<file path="config.mk">
export PLATFORM = sky130hd
export DESIGN_NAME = vram_arbiter
export DESIGN_NICKNAME = d
export VERILOG_FILES = /design/src/rtl/vram_arbiter.sv
export SDC_FILE = /design/constraint.sdc
export NUM_CORES = 1
export LEC_CHECK = 0
export CELL_PAD_IN_SITES_DETAIL_PLACEMENT = 0
export CELL_PAD_IN_SITES_GLOBAL_PLACEMENT = 1
export CORE_MARGIN = 8
export CORE_UTILIZATION = 40
export CTS_BUF_LIST = sky130_fd_sc_hd__clkbuf_16
export CTS_CLUSTER_DIAMETER = 30
export DETAILED_ROUTE_END_ITERATION = 10
export DONT_BUFFER_PORTS = 1
export PLACE_DENSITY_LB_ADDON = 0.1
export SLEW_MARGIN = 10
export SYNTH_ARGS = -nofsm -noshare
export SYNTH_HDL_FRONTEND = slang
export SYNTH_SLANG_ARGS = --single-unit
</file>
<file path="constraint.sdc">
create_clock -name i_clk -period 3 [get_ports i_clk]
set_input_delay 0.3 -clock i_clk [delete_from_list [all_inputs] [get_ports i_clk]]
set_output_delay 0.3 -clock i_clk [all_outputs]
set_load 0.03 [all_outputs]
</file>
<file path="src/rtl/vram_arbiter.sv">
// vram_arbiter: shares one single-port video RAM between the
// display fetch (fixed slots) and two round-robin client ports.
module vram_arbiter #(
  parameter int H_TOTAL = 800,
  parameter int V_TOTAL = 525,
  parameter int FB_W    = 160,
  parameter int FB_H    = 120,
  parameter int AW      = 15
) (
  input  logic          i_clk,
  input  logic          i_rst,
  input  logic [9:0]    i_hpos,
  input  logic [9:0]    i_vpos,
  output logic [2:0]    o_pixel,
  output logic [AW-1:0] o_ram_addr,
  output logic          o_ram_we,
  output logic [2:0]    o_ram_wdata,
  input  logic [2:0]    i_ram_rdata,
  input  logic          i_a_valid,
  input  logic          i_a_we,
  input  logic [AW-1:0] i_a_addr,
  input  logic [2:0]    i_a_wdata,
  output logic          o_a_ready,
  output logic          o_a_rvalid,
  output logic [2:0]    o_a_rdata,
  input  logic          i_b_valid,
  input  logic          i_b_we,
  input  logic [AW-1:0] i_b_addr,
  input  logic [2:0]    i_b_wdata,
  output logic          o_b_ready,
  output logic          o_b_rvalid,
  output logic [2:0]    o_b_rdata
);

  localparam logic [9:0] L_HWRAP = 10'(H_TOTAL - 3);
  localparam logic [9:0] L_VLAST = 10'(V_TOTAL - 1);
  localparam logic [9:0] L_HLAST = 10'(4 * FB_W - 7);
  localparam logic [9:0] L_VACT  = 10'(4 * FB_H);
  localparam logic [AW-1:0] L_FBSZ = AW'(FB_W * FB_H);

  logic          w_wrap;
  logic          w_lslot;
  logic [9:0]    w_line;
  logic [7:0]    w_row;
  logic [7:0]    w_col;
  logic          w_disp;
  logic [AW-1:0] w_disp_addr;
  logic          w_cslot;
  logic          w_a_go;
  logic          w_b_go;
  logic          w_go;
  logic          w_we;
  logic [AW-1:0] w_addr;
  logic [2:0]    w_wdata;
  logic          w_oob;

  logic          r_last_b;
  logic [1:0]    r_disp_p;
  logic          r_rd0_v, r_rd0_b, r_rd0_oob;
  logic          r_rd1_v, r_rd1_b, r_rd1_oob;

  // Display slot decode: column 0 is fetched at the end of the
  // previous line, columns 1..159 one group ahead on this line.
  always_comb begin
    w_wrap  = (i_hpos == L_HWRAP);
    w_lslot = (i_hpos[1:0] == 2'b01) && (i_hpos <= L_HLAST);
    w_line  = i_vpos;
    w_col   = i_hpos[9:2] + 8'd1;
    if (w_wrap) begin
      w_line = (i_vpos == L_VLAST) ? 10'd0 : i_vpos + 10'd1;
      w_col  = 8'd0;
    end
    w_row       = w_line[9:2];
    w_disp      = (w_wrap || w_lslot) && (w_line < L_VACT);
    w_disp_addr = AW'({w_row, 7'd0}) + AW'({w_row, 5'd0})
                + AW'(w_col);
  end

  // Client grant: idle or unfavoured port yields to the other.
  always_comb begin
    w_cslot   = !i_rst && !w_disp;
    o_a_ready = w_cslot && (!i_b_valid || r_last_b);
    o_b_ready = w_cslot && (!i_a_valid || !r_last_b);
    w_a_go    = i_a_valid && o_a_ready;
    w_b_go    = i_b_valid && o_b_ready;
    w_go      = w_a_go || w_b_go;
    w_we      = w_a_go ? i_a_we    : i_b_we;
    w_addr    = w_a_go ? i_a_addr  : i_b_addr;
    w_wdata   = w_a_go ? i_a_wdata : i_b_wdata;
    w_oob     = (w_addr >= L_FBSZ);
  end

  // RAM port: display fetch wins its slot, else the granted client.
  always_ff @(posedge i_clk or posedge i_rst) begin
    if (i_rst) begin
      o_ram_addr  <= '0;
      o_ram_we    <= 1'b0;
      o_ram_wdata <= 3'd0;
      r_last_b    <= 1'b1;
    end else begin
      o_ram_we <= 1'b0;
      if (w_disp) begin
        o_ram_addr <= w_disp_addr;
      end else if (w_go) begin
        o_ram_addr  <= w_addr;
        o_ram_we    <= w_we && !w_oob;
        o_ram_wdata <= w_wdata;
      end
      if (w_a_go)
        r_last_b <= 1'b0;
      else if (w_b_go)
        r_last_b <= 1'b1;
    end
  end

  // Pixel pipe: capture RAM data two cycles after the slot.
  always_ff @(posedge i_clk or posedge i_rst) begin
    if (i_rst) begin
      r_disp_p <= 2'b00;
      o_pixel  <= 3'd0;
    end else begin
      r_disp_p <= {r_disp_p[0], w_disp};
      if (r_disp_p[1])
        o_pixel <= i_ram_rdata;
    end
  end

  // Read pipe: tag reads by port, return in accept order.
  always_ff @(posedge i_clk or posedge i_rst) begin
    if (i_rst) begin
      r_rd0_v    <= 1'b0;
      r_rd0_b    <= 1'b0;
      r_rd0_oob  <= 1'b0;
      r_rd1_v    <= 1'b0;
      r_rd1_b    <= 1'b0;
      r_rd1_oob  <= 1'b0;
      o_a_rvalid <= 1'b0;
      o_a_rdata  <= 3'd0;
      o_b_rvalid <= 1'b0;
      o_b_rdata  <= 3'd0;
    end else begin
      r_rd0_v    <= w_go && !w_we;
      r_rd0_b    <= w_b_go;
      r_rd0_oob  <= w_oob;
      r_rd1_v    <= r_rd0_v;
      r_rd1_b    <= r_rd0_b;
      r_rd1_oob  <= r_rd0_oob;
      o_a_rvalid <= r_rd1_v && !r_rd1_b;
      o_b_rvalid <= r_rd1_v && r_rd1_b;
      if (r_rd1_v && !r_rd1_b)
        o_a_rdata <= r_rd1_oob ? 3'd0 : i_ram_rdata;
      if (r_rd1_v && r_rd1_b)
        o_b_rdata <= r_rd1_oob ? 3'd0 : i_ram_rdata;
    end
  end

endmodule

</file>
# After elaboration in Yosys (flattened, before gate mapping)
# Cells that the tools add are included.
# word_totals
output_inout_bits,32
elab_cells,66
reg_bits,39
in_bits,65
# op_classes
n_eq_ne,3
bitwise,1
add_sub_neg,4
reduce_logical,26
n_lt_le_gt_ge,3
n_mux,13
# ops
op,count
2-to-1 mux 15 bit,3
== test 10 bit (second input constant),2
2-to-1 mux 10 bit,2
adder 15 x 13 -> 15 bit,1
adder 15 x 8 -> 15 bit,1
>= comparator 15 bit (second input constant),1
logical AND 1 bit,11
adder 10 x 1 -> 10 bit (second input constant),1
less-or-equal comparator 10 bit (second input constant),1
less-than comparator 10 x 9 -> 1 bit (second input constant),1
adder 8 x 1 -> 8 bit (second input constant),1
zero test 1 bit,8
2-to-1 mux 8 bit,1
2-to-1 mux 3 bit,2
2-to-1 mux 1 bit,5
logical OR 1 bit,4
nonzero test 2 bit,2
== test 2 x 1 -> 1 bit (second input constant),1
AND reduction 2 bit,1
NOT 1 bit,1

# Depth between registers and ports, before layout
# depth
depth_word,15
mapped_depth,15

# Least setup slack after synthesis
# OpenSTA, ideal clock, no wires.
# synth_timing
path_type,input to register
startpoint,input i_hpos[5]
endpoint,register o_ram_addr[14]
path_stages,13
slack_ns,-0.735
required_time_ns,2.873
arrival_ns,3.608
cell_sequence,or4b_4 -> nor3_1 -> nand3_1 -> nor2_1 -> xor2_1 -> fa_1 -> fa_1 -> a21o_1 -> a21oi_1 -> nor2_1 -> o311a_1 -> o21ai_0 -> a31oi_1
# synth_via
elab_chain_len,11
# synth_lines
item,line,text
from (decl),12,"input logic [9:0] i_hpos,"
branches (longest 11 deep; another with adder 15 x 13 -> 15 bit),n/a,
to (signal assigned),103,o_ram_addr <= w_disp_addr;
to (signal assigned),105,o_ram_addr <= w_addr;
to (decl),15,"output logic [AW-1:0] o_ram_addr,"
# Several ways; the timed one is not identified. The select of a mux whose other input is x is not followed.
# A chain may end at the register's enable or synchronous reset.

# Worst setup path in the final report
# layout_timing
startpoint,input i_hpos[6]
endpoint,register o_ram_addr[12]
# Same word-level chain as after synthesis.

==> impl_metrics.yaml <==
status:
  status: "finished, violations left"
  violations: "negative setup slack"
clocking:
  clkLatencyLatePin_ps: 280
  cts-root-buf: "clkbuf_16"
  htreeDepth: 2
  cts.sinks: 39
  clock_path_buffers: 2
  cts_tree: "done"
  path_clk_slew_ps: 60
  cts_buffers: 5
logic_synthesis:
  yosys-top-cells-area: "dfrtp_1, ha_1, mux2i_1, a222oi_1, nor2_1"
  synth_edf_count: 0
  postSynth.asyncResetShare: 1.00
  synth_compound_area_frac: 0.181
  ys_seq_area_frac: 0.384
  synth_ff_type: "dfrtp_1"
  synth_fa_ha_area_frac: 0.0994
  synthMuxAreaShare: 0.0605
  synthDistinctLibCells: 47
  synth_simple_gate_area_share: 0.189
  synthesis.instances: 260
  synth_xor_area_frac: 0.0551
  synth_top_area_cell: "dfrtp_1"
  avgSynthCellArea_um2: 9.78
  synth_top_family_by_area: "simple AND/OR/NAND/NOR gates"
  synth_top_area_frac: 0.374
  synth_seq_cells: 39
  synth_nets: 344
  netlist_area_um2: 2540
  yosys_warnings: 0
final_layout:
  syn_to_final_growth_pct: 23.4
  final_cell_mix: "buf_4, dfrtp_1, nor2_1"
  fillCellCount: 619
  num_antenna_cells: 0
  finalNetCount: 384
  drive_gt1_frac: 0.246
  final_common_cell: "buf_4"
setup_path:
  worstPathRequired_ps: 3210
  cp_max_fo: 6
  timing_worst_setup_path_type: "input port to flop"
  cp-end-kind: "flop"
  start_kind: "input port"
  cp.arrival_ps: 3330
floorplan:
  num_io_pins: 97
  die_x_um: 95.7
  core.rowCount: 29
  die_h_um: 95.7
  start_util: 0.407
  core_um2: 6240
  die-area_um2: 9160
timing:
  maxSlewHeadroom: 0.624
  rsz0062_at_grt: "yes"
  layout_setup_ws_ps: -128
  finalSetupViolations: 4
  hold_slack_ps: 153
  hold_viol_final: 0
  fmax_ghz: 0.320
  drv_slew: 0
  finalCritPeriodShare: 1.04
  finalCriticalPeriod_ps: 3130
  clock_skew_ps: 0.865
  tightest_slew_ps: 560
pwr:
  clockPowerShare: 0.291
  swShare: 0.370
  internal_power_w: 0.00113
  pwr-share-comb: 0.212
  seq_power_share: 0.497
  power_density_nw_per_um2: 574
  totalPowerFinal_w: 0.00180
  ir_worst_vdd_mv: 0.393
  p_switching_w: 0.000666
  p_leak_nw: 1.39
global_route:
  track_usage: 0.152
  grt_pass1_vias: 2185
  antenna_found_initial: 0
  grt_pass1_wl_um: 11000
  grt_max_degree: 27
  overflow: 0
detailed_routing:
  drtIter0Drc: 121
  vias: 2155
  drt-pass1-iter-count: 6
  routed_wl_um: 6950
  viasPerCell: 5.70
  drc: 0
  wl_per_cell_um: 18.4
  detail-route-antenna-nets: 0
place:
  port_buffers: 0
  hpwlAfterDp_um: 5630
  gp_congestion: 0.790
flow_run:
  cap_viol_max_count: 0
hold_path:
  hp-class: "input port to flop"
cells in the mapped netlist (2+ instances only):
cell type / number
a31oi_1: 2
ha_1: 17
fa_1: 2
nand2b_1: 7
nor2b_1: 7
mux2i_1: 12
dfrtp_1: 38
nor2_1: 25
or2_2: 2
a221o_1: 4
nand3_1: 9
nor4_1: 2
o21ai_0: 15
buf_6: 2
nor3_1: 5
a21oi_1: 9
a222oi_1: 11
mux2_2: 3
xor2_1: 7
nand4_1: 3
inv_1: 9
nor4b_1: 3
and2_1: 3
a22oi_1: 4
or3_1: 2
xnor2_1: 9
and3_1: 2
nand2_1: 18
clkbuf_1: 4
a21o_1: 3
o31ai_1: 5
cells by family (layout without fill, tap and decap cells):
logic type                 count (synthesis)  in the layout
buffers and inverters                     16             57
adders and majority gates                 19             19
muxes                                     15             15
DFF                                       39             39
and+or+nand+nor                           93             93
AOI/OAI and AO/OA                         62             62
xor gates and xnor gates                  16             16
sequential cells by signal, indices dropped and copies added (netlist names):
signal and flops:
o_ram_addr 15, o_a_rdata 3, o_b_rdata 3, o_pixel 3, o_ram_wdata 3, r_disp_p 2
o_a_rvalid 1, o_b_rvalid 1, o_ram_we 1, r_last_b 1, r_rd0_b 1, r_rd0_oob 1
r_rd0_v 1, r_rd1_b 1, r_rd1_oob 1, r_rd1_v 1
worst max-delay path: stages:
cell and delay [ps]:
or4b_4 550, or3_4 430, nor2_4 120, nor2_2 50
ha_1 330, ha_4 180, fa_2 380, a21o_1 170
a21oi_2 160, nor2_2 60, o311a_1 300, a21o_1 160
mux2i_1 130
power groups by stage:
stage | Clock (W) | Combinational, W | Sequential (W)
2_1_floorplan | 0 | 0.000270 | 0.000876
3_3_place_gp | 0 | 0.000364 | 0.000907
3_5_place_dp | 0 | 0.000368 | 0.000909
4_1_cts | 0.000534 | 0.000378 | 0.000899
5_1_grt | 0.000554 | 0.000431 | 0.000909
6_report | 0.000523 | 0.000382 | 0.000894
through the flow:
| stage | worst slack (ps) | utilization | setup TNS (ps) | area, um2 | cells |
|---|---|---|---|---|---|
| 4_1_cts | -141 | 0.495 | -261 | 3090 | 376 |
| 2_1_floorplan | -319 | - | -992 | 2570 | 260 |
| 5_1_grt | -278 | 0.503 | -963 | 3140 | 378 |
| 3_5_place_dp | -483 | 0.462 | -1910 | 2890 | 364 |
| 3_3_place_gp | -424 | 0.462 | -1680 | 2890 | 364 |
| 6_report | -128 | 0.503 | -270 | 3140 | 378 |
layout make-up:
class / count / area [um2] / area share
Inverter: 9 / 33.8 / 0.0108
Tap cell: 77 / 96.3 / 0.0307
Clock buffer: 5 / 125 / 0.0399
Sequential cell: 39 / 977 / 0.312
Timing Repair Buffer: 40 / 303 / 0.0965
Clock inverter: 3 / 20.0 / 0.00638
Multi-Input combinational cell: 205 / 1580 / 0.504
layer usage:
metal / share of wire / vias up / track usage
met3: 0.10 / 11 / 0.0491
met5: 0 / - / 0
met1: 0.39 / 1017 / 0.178
met4: 0.019 / 0 / 0.0602
met2: 0.49 / 82 / 0.252
li1: - / 1045 / -
path summary, 6_finish.rpt:
| check | start | end | slack (ps) | cells past startpoint |
|---|---|---|---|---|
| setup / recovery | i_hpos[6] | o_ram_addr[12]$_DFFE_PP0P_ | -130 | 13 |
| hold / removal | i_a_we | o_ram_we$_DFF_PP0_ | 150 | 2 |
| setup reg to reg | r_last_b$_DFFE_PP1P_ | o_ram_addr[14]$_DFFE_PP0P_ | 1230 | 5 |
| hold reg to reg | r_rd0_oob$_DFF_PP0_ | r_rd1_oob$_DFF_PP0_ | 350 | 0 |
| max in group asynchronous | i_rst | o_pixel[2]$_DFFE_PP0P_ | 1860 | 3 |
| min in group asynchronous | i_rst | o_ram_wdata[0]$_DFFE_PP0P_ | 450 | 2 |
timing repair:
item                       4_1_cts  5_1_grt
buffers inserted                 3        4
setup endpoints to repair        4        5
hold endpoints to repair        12        0
hold buffers                     1        0
pin swaps                        4        2
gates resized for setup          5        6
No activity file was read; power rests on OpenSTA's default activity.
